--- config.mk ---
export PLATFORM = sky130hd
export DESIGN_NAME = pipeline_hazard_ctrl
export DESIGN_NICKNAME = d
export VERILOG_FILES = /design/src/rtl/pipeline_pkg.sv /design/src/rtl/load_use_detect.sv /design/src/rtl/pipeline_hazard_ctrl.sv
export SDC_FILE = /design/constraint.sdc
export NUM_CORES = 1
export LEC_CHECK = 0
export ABC_CLOCK_PERIOD_IN_PS = 3300
export BUFFER_PORTS_ARGS = -buffer_cell sky130_fd_sc_hd__buf_2
export CORE_MARGIN = 2
export CORE_UTILIZATION = 52
export CTS_CLUSTER_DIAMETER = 40
export CTS_CLUSTER_SIZE = 12
export DETAILED_ROUTE_END_ITERATION = 8
export GPL_TIMING_DRIVEN = 1
export PLACE_DENSITY = 0.78
export SYNTH_ARGS = -nofsm -noshare
export SYNTH_HDL_FRONTEND = slang
export SYNTH_SLANG_ARGS = --single-unit
--- constraint.sdc ---
create_clock -name clk -period 3.3 [get_ports clk]
set_input_delay 0.66 -clock clk [delete_from_list [all_inputs] [get_ports clk]]
set_output_delay 0.66 -clock clk [all_outputs]
set_load 0.03 [all_outputs]
--- src/rtl/pipeline_pkg.sv ---
// Shared types and constants for the 5-stage pipeline control slice.
// Imported by the hazard sequencer and the load-use comparator.
package pipeline_pkg;

  localparam int REG_W = 5;
  localparam logic [REG_W-1:0] REG_ZERO = 5'd0;
  localparam int DEF_MDU_LATENCY = 4;
  localparam int WAIT_W = 4;

  typedef enum logic [1:0] {
    RUN      = 2'b01,
    MDU_WAIT = 2'b10
  } state_t;

endpackage

--- src/rtl/load_use_detect.sv ---
// Combinational load-use comparator between ID operands and EX load.
// Shared with the forwarding unit.
module load_use_detect
  import pipeline_pkg::*;
(
  input  logic [REG_W-1:0] id_rs,
  input  logic [REG_W-1:0] id_rt,
  input  logic             id_uses_rs,
  input  logic             id_uses_rt,
  input  logic             ex_mem_read,
  input  logic [REG_W-1:0] ex_write_reg,
  output logic             hazard
);

  logic rs_hit;
  logic rt_hit;

  assign rs_hit = id_uses_rs && (id_rs == ex_write_reg);
  assign rt_hit = id_uses_rt && (id_rt == ex_write_reg);

  // $zero never carries a real dependency
  assign hazard = ex_mem_read
               && (ex_write_reg != REG_ZERO)
               && (rs_hit || rt_hit);

endmodule

--- src/rtl/pipeline_hazard_ctrl.sv ---
// Stall/flush sequencer for the pipeline registers: load-use bubbles,
// EX redirects and multi-cycle MDU occupancy, plus perf counters.
module pipeline_hazard_ctrl
  import pipeline_pkg::*;
#(
  parameter int MDU_LATENCY = DEF_MDU_LATENCY,
  parameter int CNT_W       = 16
) (
  input  logic             clk,
  input  logic             reset,
  input  logic [REG_W-1:0] id_rs,
  input  logic [REG_W-1:0] id_rt,
  input  logic             id_uses_rs,
  input  logic             id_uses_rt,
  input  logic             ex_mem_read,
  input  logic [REG_W-1:0] ex_write_reg,
  input  logic             ex_redirect,
  input  logic             ex_mdu_start,
  input  logic             clear_counters,
  output logic             pc_en,
  output logic             ifid_en,
  output logic             ifid_flush,
  output logic             idex_en,
  output logic             idex_flush,
  output logic             exmem_flush,
  output logic             mdu_busy,
  output logic             mdu_done,
  output logic [CNT_W-1:0] stall_cycles,
  output logic [CNT_W-1:0] flush_events
);

  localparam logic [WAIT_W-1:0] WAIT_INIT =
    WAIT_W'(MDU_LATENCY - 2);

  logic hazard;
  state_t state_q;
  state_t state_d;
  logic [WAIT_W-1:0] wait_q;
  logic [WAIT_W-1:0] wait_d;

  load_use_detect u_lud (
    .id_rs        (id_rs),
    .id_rt        (id_rt),
    .id_uses_rs   (id_uses_rs),
    .id_uses_rt   (id_uses_rt),
    .ex_mem_read  (ex_mem_read),
    .ex_write_reg (ex_write_reg),
    .hazard       (hazard)
  );

  always_ff @(posedge clk or posedge reset) begin
    if (reset) begin
      state_q <= RUN;
      wait_q  <= '0;
    end else begin
      state_q <= state_d;
      wait_q  <= wait_d;
    end
  end

  always_comb begin
    state_d = state_q;
    wait_d  = wait_q;
    case (state_q)
      RUN: begin
        if (!ex_redirect && ex_mdu_start) begin
          state_d = MDU_WAIT;
          wait_d  = WAIT_INIT;
        end
      end
      MDU_WAIT: begin
        if (wait_q == '0) begin
          state_d = RUN;
        end else begin
          wait_d = wait_q - WAIT_W'(1);
        end
      end
      default: begin
        state_d = RUN;
        wait_d  = '0;
      end
    endcase
  end

  always_comb begin
    pc_en       = 1'b0;
    ifid_en     = 1'b0;
    ifid_flush  = 1'b0;
    idex_en     = 1'b0;
    idex_flush  = 1'b0;
    exmem_flush = 1'b0;
    mdu_busy    = 1'b0;
    mdu_done    = 1'b0;
    if (!reset) begin
      case (state_q)
        RUN: begin
          priority case (1'b1)
            ex_redirect: begin
              pc_en      = 1'b1;
              ifid_en    = 1'b1;
              ifid_flush = 1'b1;
              idex_en    = 1'b1;
              idex_flush = 1'b1;
            end
            ex_mdu_start: begin
              exmem_flush = 1'b1;
            end
            hazard: begin
              idex_en    = 1'b1;
              idex_flush = 1'b1;
            end
            default: begin
              pc_en   = 1'b1;
              ifid_en = 1'b1;
              idex_en = 1'b1;
            end
          endcase
        end
        MDU_WAIT: begin
          exmem_flush = 1'b1;
          mdu_busy    = 1'b1;
          mdu_done    = (wait_q == '0);
        end
        default: begin
          exmem_flush = 1'b0;
        end
      endcase
    end
  end

  always_ff @(posedge clk or posedge reset) begin
    if (reset) begin
      stall_cycles <= '0;
      flush_events <= '0;
    end else if (clear_counters) begin
      stall_cycles <= '0;
      flush_events <= '0;
    end else begin
      if (!pc_en && (stall_cycles != '1))
        stall_cycles <= stall_cycles + CNT_W'(1);
      if (ifid_flush && (flush_events != '1))
        flush_events <= flush_events + CNT_W'(1);
    end
  end

endmodule

==> results.tsv, run 1 <==
metric	value	unit
status	finished clean	
power.density	490	mW/mm^2
cp_cell_sequence	buf_2, or4_1, o21ai_1, o31ai_4, inv_2, buf_2	
setup_viol	0	
hold_viol	0	
tns	0	ns
worst_path_most_repeated_cell	buf_2	
hold_buffers	0	
via_count	2071	
ys_seq_area_frac	0.422	
grt_usage	0.208	
dieArea	0.00488	mm^2
synth.distinct_cells	40	
grt_pass1_wl	8470	um
slowest_stage	or4_1	
dp_slack	0.419	ns
clkPwrFrac	0.290	
tritoncts	yes	
synthCells	250	
crit_type	input pin to output pin	
syn_area	0.00225	mm^2
ys_ff_latch	38	
grt_max_degree	40	
required	2.64	ns
port_buffers	62	
ys.warnings.count	0	
area.growth.synth_to_final	20.5	%
avgSynthCellArea	9.02	um^2
drv_slew	0	
worstRegToRegCells	6	
cp-end-kind	output pin	
syn-num-nets	278	
rrSetupSlack	1.09	ns
wl_per_cell	13.2	um
cts_max_path_buffers	2	
crit_path_max_incr_delay	0.51	ns
hpwl	3500	um
postRouteAntennaNets	0	
leakage	0.00133	uW
p_sw	452	uW
async_reset_ff_frac	1.00	
yosys.area.top_type_share	0.411	
synth_most_common_cell	dfrtp_1	
drt_iter0_drc	124	
cts.sinks	38	
fin_ws	0.456	ns
synth_edf_count	0	
ys.flop_type	dfrtp_1	
cts_max_level	2	
synth_top_cell_by_area	dfrtp_1	
period_needed	2.84	ns
core_area	0.00409	mm^2
path_buf_inv	3	
p_seq_frac	0.402	
antenna_cells	0	
timing.rr.end	stall_cycles[13]$_DFFE_PP0P_	
overflow	0	
worst_slew_pin_slew	0.633	ns
cp.depth	6	
cts_setup_buffers	0	
path_clk_slew	0.07	ns
post_cts_resized	0	
grt_pass1_vias	1948	
r2r-start	stall_cycles[3]$_DFFE_PP0P_	
cp_max_fo	22	
clock_skew	0.0110	ns
finalWirelength	4820	um
drt_pass1_iterations	4	
hp-class	flop to flop	
fin_crit_sh	0.862	
die_x	69.8	um
clk_latency	0.29	ns
pwr-share-comb	0.308	
vias_per_cell	5.69	
io_pins	63	
fp-row-count	23	
critPathCapture	ifid_en	
finalNetCount	341	
grt_setup_unrepaired	no	
fmax	0.352	GHz
drc_errors	0	
worstPathArrival	2.18	ns
start_util	0.552	
cp_top_family	buffers and inverters	
globalplace.congestion	0.844	
p_int	880	uW
cts-root-buf	clkbuf_8	
critPathLaunchType	input pin	
ys_top_cells_by_count	dfrtp_1, nor2_1, xor2_1	
crit_start	ex_write_reg[1]	
drive_above_1_share	0.245	
relSlewSlack	0.578	
die_h	69.8	um
cap_viol_max_count	0	
ir_drop	0.409	mV
power_switching_share	0.339	
antenna_found_initial	0	
netlist_top_cells_area	dfrtp_1, xor2_1, nor2_1, a21oi_1, o31ai_1	
cts_buffers	5	
worst register-to-register path, stage by stage (launching register included):
cell	delay [ns]
dfrtp_1	0.46
and4_1	0.23
and2_1	0.23
nor2b_1	0.22
and3_1	0.52
nor3_1	0.12
mux2_1	0.32
routing by layer:
| metal | routed length (um) | global-route usage | vias up | share of wire |
|---|---|---|---|---|
| met5 | 0 | 0 | - | 0 |
| met4 | 41 | 0.0577 | 0 | 0.0085 |
| met3 | 314 | 0.0640 | 5 | 0.065 |
| met2 | 2290 | 0.343 | 61 | 0.48 |
| met1 | 2170 | 0.264 | 990 | 0.45 |
| li1 | - | - | 1015 | - |
area by class of cell:
cell class	count	area (um^2)
Clock buffer	7	76.3
Inverter	12	48.8
Tap cell	50	62.6
Clock inverter	1	30.0
Timing Repair Buffer	66	340
Sequential cell	38	952
Multi-Input combinational cell	190	1210
Fill cell	346	1370
stage by stage:
stage               cell area [um^2]   util  total power, uW  std cells  hold WS [ns]
floorplan                       2260      -              859        250         0.464
global placement                2610  0.639              950        356         0.497
detailed placement              2610  0.639              957        356         0.498
CTS                             2720  0.665             1340        364         0.513
global route                    2720  0.665             1420        364         0.537
finish                          2720  0.665             1330        364         0.511
sequential cells by signal, summed over array words and instances, names as in the netlist:
| signal | flops |
|---|---|
| wait_q | 4 |
| flush_events | 16 |
| stall_cycles | 16 |
| state_q | 2 |
power by group through the flow:
stage               Combinational [uW]  Clock (uW)  Sequential, uW
floorplan                          298           0             561
detailed placement                 412           0             544
global placement                   406           0             544
finish                             410         387             535
global route                       463         415             542
CTS                                414         393             535
layout by cell type (no fill, tap or decap), types with 7 or more instances in the layout:
cell / netlist / final
buf_2: 2 / 62
dfrtp_1: 37 / 37
nor2_1: 25 / 25
xor2_1: 18 / 18
a21oi_1: 17 / 17
nand3_1: 16 / 16
nand2_1: 14 / 14
o31ai_1: 11 / 11
inv_1: 11 / 10
or4_1: 9 / 9
and3_1: 9 / 9
nor2b_1: 7 / 7
nand4_1: 7 / 7
kinds of logic (layout without fill, tap and decap cells):
logic type | after synthesis | in the layout | share of synthesized area
compound gates | 45 | 45 | 0.128
xor+xnor | 23 | 23 | 0.0893
fa+ha+maj | 5 | 5 | 0.0277
buf+inv | 22 | 86 | 0.0427
flops | 38 | 38 | 0.422
mux | 5 | 5 | 0.0244
simple gates | 112 | 112 | 0.266
how the worst min path moves through the flow:
stage | start | to | slack, ns | depth (start not counted)
floorplan | wait_q[1]$_DFFE_PP0P_ | wait_q[1]$_DFFE_PP0P_ | 0.46 | 2
global placement | state_q[0]$_DFFE_PP1P_ | state_q[0]$_DFFE_PP1P_ | 0.50 | 2
detailed placement | wait_q[1]$_DFFE_PP0P_ | wait_q[1]$_DFFE_PP0P_ | 0.50 | 2
CTS | wait_q[1]$_DFFE_PP0P_ | wait_q[1]$_DFFE_PP0P_ | 0.51 | 2
global route | wait_q[1]$_DFFE_PP0P_ | wait_q[1]$_DFFE_PP0P_ | 0.54 | 2
finish | state_q[0]$_DFFE_PP1P_ | state_q[0]$_DFFE_PP1P_ | 0.51 | 2
No activity file was read; power rests on OpenSTA's default activity.
==> inputs of run 2 (changes only) <==
--- a/config.mk
+++ b/config.mk
@@ -7,8 +7,10 @@
 export LEC_CHECK = 0
 export ABC_CLOCK_PERIOD_IN_PS = 3300
 export BUFFER_PORTS_ARGS = -buffer_cell sky130_fd_sc_hd__buf_2
+export CELL_PAD_IN_SITES_DETAIL_PLACEMENT = 1
+export CELL_PAD_IN_SITES_GLOBAL_PLACEMENT = 2
 export CORE_MARGIN = 2
-export CORE_UTILIZATION = 52
+export CORE_UTILIZATION = 31
 export CTS_CLUSTER_DIAMETER = 40
 export CTS_CLUSTER_SIZE = 12
 export DETAILED_ROUTE_END_ITERATION = 8
==> results.tsv, run 2 (synthesis results as in run 1) <==
metric	value	unit	change
status	finished clean		
grt_pass1_vias	2079		+6.7%
tritoncts	yes		
wl_per_cell	14.2	um	+7.4%
leakage	0.00132	uW	-0.78%
fin_crit_sh	0.889		+0.0277
grt_pass1_wl	9940	um	+17%
drv_slew	0		unchanged
postRouteAntennaNets	0		unchanged
period_needed	2.94	ns	+0.0914 ns
dieArea	0.00797	mm^2	+63%
instances_no_fill	412		+13%
grt_setup_unrepaired	no		
critPathLaunchType	input pin		
cp_max_fo	27		+23%
cp-end-kind	output pin		
port_buffers	62		unchanged
drive_above_1_share	0.249		+0.00398
drc_errors	0		unchanged
antenna_cells	0		unchanged
setup_viol	0		unchanged
relSlewSlack	0.543		-0.0353
place_inst	404		+13%
whs_path_depth	2		unchanged
cts_max_path_buffers	2		unchanged
required	2.64	ns	about the same
power.density	473	mW/mm^2	-3.5%
vias_per_cell	5.08		-11%
finalNetCount	340		-0.29%
hold_viol	0		unchanged
r2r-start	stall_cycles[3]$_DFFE_PP0P_		
grt_max_degree	40		unchanged
cts_max_level	2		unchanged
crit_type	input pin to output pin		
antenna_found_initial	0		unchanged
cts_setup_buffers	0		unchanged
path_clk_slew	0.07	ns	about the same
finalWirelength	5860	um	+22%
worstPathArrival	2.28	ns	+0.10 ns
hold_slack	0.519	ns	+0.00818 ns
mostFrequentLayoutCell	buf_2		
worst_hold_startpoint	state_q[0]$_DFFE_PP1P_		
clk_latency	0.29	ns	about the same
post_cts_resized	0		unchanged
overflow	0		unchanged
cts-root-buf	clkbuf_8		
grt.met2_usage	0.243		-0.0998
final_cell_mix	buf_2, dfrtp_1, nor2_1		
area.growth.synth_to_final	22.4	%	
grt_busiest_layer	met2		
cap_viol_max_count	0		unchanged
worst_slew_pin_slew	0.685	ns	+0.0529 ns
globalplace.congestion	0.748		-11%
drt_pass1_iterations	4		unchanged
clock_skew	0.00858	ns	-0.00238 ns
core_area	0.00714	mm^2	+75%
rrSetupSlack	1.05	ns	-0.04 ns
timing.rr.end	stall_cycles[13]$_DFFE_PP0P_		
die_h	89.3	um	+28%
drt_iter0_drc	81		-35%
io_pins	63		unchanged
worstRegToRegCells	6		unchanged
power	1300	uW	-2.0%
grtUsageMet1	0.220		-0.0442
biggestRegsByFlops	flush_events (16), stall_cycles (16), wait_q (4)		
via_count	2092		+1.0%
fmax	0.341	GHz	-3.1%
hold_path_end	state_q[0]$_DFFE_PP1P_		
tns	0	ns	unchanged
fp-row-count	31		+35%
start_util	0.316		-0.236
hold_buffers	0		unchanged
hpwl	4360	um	+25%
cts_buffers	5		unchanged
use_met3	0.0397		-0.0242
hp-class	flop to flop		
ir_drop	0.159	mV	-61%
cts.sinks	38		unchanged
grt_usage	0.156		-0.0514
num-fill-cells	893		+160%
die_x	89.3	um	+28%
-- run 2: layer usage --
| metal | share of wire | wire (um) |
|---|---|---|
| met4 | 0.0085 | 50 |
| met1 | 0.48 | 2820 |
| met3 | 0.060 | 349 |
| met2 | 0.45 | 2640 |
| met5 | 0 | 0 |
-- run 2: worst max-delay path by stage --
stage | from | to | slack, ns | cells past startpoint
after floorplan | reset | pc_en | 0.15 | 7
after global placement | ex_write_reg[1] | pc_en | 0.38 | 6
after detailed placement | ex_write_reg[1] | pc_en | 0.33 | 6
after CTS | ex_write_reg[1] | pc_en | 0.33 | 6
after global routing | ex_write_reg[1] | pc_en | 0.23 | 6
final | ex_write_reg[1] | pc_en | 0.36 | 6
-- run 2: per-stage QoR --
| step | worst slack (ns) | cell area [um^2] | utilization |
|---|---|---|---|
| 6_report | 0.365 | 2760 | 0.387 |
| 5_1_grt | 0.231 | 2760 | 0.387 |
| 4_1_cts | 0.333 | 2760 | 0.387 |
| 3_5_place_dp | 0.333 | 2660 | 0.373 |
| 3_3_place_gp | 0.382 | 2660 | 0.373 |
| 2_1_floorplan | 0.148 | 2260 | - |
-- run 2: layout make-up --
type	count	area [um^2]	area share
clock buffers	6	82.6	0.0299
clock inverters	2	12.5	0.00454
inverters	12	48.8	0.0177
multi-input cells	190	1210	0.437
flip-flops and latches	38	952	0.345
well taps	99	124	0.0449
repair buffers	65	333	0.121
-- run 2: worst max-delay path, cell delays in order --
cell and delay, ns:
buf_2 0.12, or4_1 0.51, o21ai_1 0.27, o31ai_4 0.11, inv_2 0.32, buf_2 0.28
-- run 2: report_power, final --
group | internal (uW) | switching, uW | total (uW)
sequential | 505 | 33.1 | 539
clock | 168 | 178 | 346
combinational | 146 | 275 | 420
total | 819 | 486 | 1300
==> inputs of run 3 (changes only) <==
--- a/config.mk
+++ b/config.mk
@@ -6,16 +6,16 @@
 export NUM_CORES = 1
 export LEC_CHECK = 0
 export ABC_CLOCK_PERIOD_IN_PS = 3300
-export BUFFER_PORTS_ARGS = -buffer_cell sky130_fd_sc_hd__buf_2
 export CELL_PAD_IN_SITES_DETAIL_PLACEMENT = 1
 export CELL_PAD_IN_SITES_GLOBAL_PLACEMENT = 2
 export CORE_MARGIN = 2
-export CORE_UTILIZATION = 31
+export CORE_UTILIZATION = 37
 export CTS_CLUSTER_DIAMETER = 40
 export CTS_CLUSTER_SIZE = 12
 export DETAILED_ROUTE_END_ITERATION = 8
+export DONT_BUFFER_PORTS = 1
 export GPL_TIMING_DRIVEN = 1
-export PLACE_DENSITY = 0.78
+export PLACE_DENSITY = 0.77
 export SYNTH_ARGS = -nofsm -noshare
 export SYNTH_HDL_FRONTEND = slang
 export SYNTH_SLANG_ARGS = --single-unit
==> results.tsv, run 3 (synthesis results as in run 1) <==
metric	value	unit	change
hpwl	4030	um	-7.4%
fp-row-count	28		-9.7%
drt_pass1_iterations	4		unchanged
leakage	0.00104	uW	-21%
io_pins	63		unchanged
antenna_found_initial	0		unchanged
post_cts_resized	0		unchanged
dieArea	0.00673	mm^2	-16%
cp-end-kind	output pin		
critPathLaunchType	flop		
grt_pass1_vias	1939		-6.7%
drc_errors	0		unchanged
grt_usage	0.180		+0.0237
cts.sinks	38		unchanged
port_buffers	0		-100%
antenna_cells	0		unchanged
mostFrequentLayoutCell	dfrtp_1		
vias_per_cell	5.70		+12%
via_count	1880		-10%
final_cell_mix	dfrtp_1, nor2_1, xor2_1		
fin_util	0.416		+0.0293
clk_latency	0.29	ns	about the same
dpl_cell_area	0.00235	mm^2	-12%
postRouteAntennaNets	0		unchanged
die_h	82.1	um	-8.1%
design_area	0.00246	mm^2	-11%
overflow	0		unchanged
crit_type	flop to output pin		
period_needed	2.91	ns	-0.0206 ns
core_area	0.00592	mm^2	-17%
fin_ws	0.385	ns	+0.0206 ns
setup_viol	0		unchanged
tns	0	ns	unchanged
hold_buffers	0		unchanged
biggestRegsByFlops	flush_events (16), stall_cycles (16), wait_q (4)		
fin_crit_sh	0.883		-0.00623
tritoncts	yes		
cp_max_fo	20		-26%
power.density	536	mW/mm^2	+13%
finalWirelength	5650	um	-3.7%
cts_max_path_buffers	2		unchanged
fmax	0.343	GHz	+0.71%
hold_viol	0		unchanged
finalNetCount	282		-17%
drive_above_1_share	0.0784		-0.171
cts-root-buf	clkbuf_8		
ir_drop	0.248	mV	+56%
cap_viol_max_count	0		unchanged
cts_buffers	5		unchanged
slowest_stage	dfstp_2		
globalplace.congestion	0.708		-5.4%
die_x	82.1	um	-8.1%
crit_path_max_incr_delay	0.54	ns	+0.03 ns
status	finished clean		
drt_iter0_drc	87		+7.4%
cts_setup_buffers	0		unchanged
dp_slack	0.495	ns	+0.162 ns
grt_setup_unrepaired	no		
worstPathArrival	2.25	ns	-0.03 ns
start_util	0.381		+0.0649
cp_cell_sequence	ha_1, and3_1, o31ai_4, inv_2, buf_4		
relSlewSlack	0.569		+0.0257
hp-class	input pin to async pin		
grt_pass1_wl	9260	um	-6.9%
grt_max_degree	40		unchanged
area.growth.synth_to_final	9.21	%	
clock_skew	0.00736	ns	-0.00122 ns
path_clk_slew	0.08	ns	about the same
wl_per_cell	17.1	um	+20%
cts_max_level	2		unchanged
required	2.64	ns	about the same
worst_slew_pin_slew	0.646	ns	-0.0398 ns
drv_slew	0		unchanged
==> run 3: cell types whose count changed in the layout (fill, tap and decap cells not counted) <==
cell        before  now
buf_2           62    0
clkinvlp_4       2    1
clkbuf_8         6    5
clkinv_2         1    2
buf_4            3    7
bufinv_16        0    1
==> run 3: final timing paths <==
check	slack, ns	endpoint	from	cells past startpoint
min	0.39	flush_events[8]$_DFFE_PP0P_	reset	2
max in group asynchronous	2.55	state_q[0]$_DFFE_PP1P_	reset	2
min in group clk	0.42	stall_cycles[7]$_DFFE_PP0P_	clear_counters	1
min reg2reg	0.52	state_q[0]$_DFFE_PP1P_	state_q[0]$_DFFE_PP1P_	2
max	0.39	ifid_en	state_q[0]$_DFFE_PP1P_	5
max reg2reg	0.82	stall_cycles[6]$_DFFE_PP0P_	stall_cycles[4]$_DFFE_PP0P_	6
==> run 3: power by group <==
group          internal [uW]  switching (uW)  total [uW]
clock                    223             176         399
sequential               505            60.2         565
combinational            131             226         357
==> run 3: cell type report <==
type	count	area, um^2
Clock buffer	5	68.8
Tap cell	75	93.8
Clock inverter	3	40.0
Fill cell	707	3460
Multi-Input combinational cell	190	1210
Sequential cell	38	952
Timing Repair Buffer	7	52.6
Inverter	12	48.8
==> run 3: stage by stage <==
step	total power, uW	hold WS (ns)	cells
after floorplan	859	0.464	250
after global routing	1410	0.407	330
after CTS	1340	0.408	330
after detailed placement	941	0.499	322
final	1320	0.391	330
after global placement	932	0.499	322
==> run 3: layer usage <==
metal	global-route usage	up-vias	part of all wire
met5	0	-	0
met2	0.309	49	0.48
met1	0.218	931	0.45
met3	0.0571	5	0.058
met4	0.0450	0	0.0094
li1	-	895	-
==> run 3: worst max-delay path, delay by kind of cell (launching register included) <==
family	cells	cell delay, ns
AOI/OAI and AO/OA	1	0.17
buffers and inverters	2	0.52
and+or+nand+nor	1	0.46
adders and majority gates	1	0.28
DFF	1	0.54
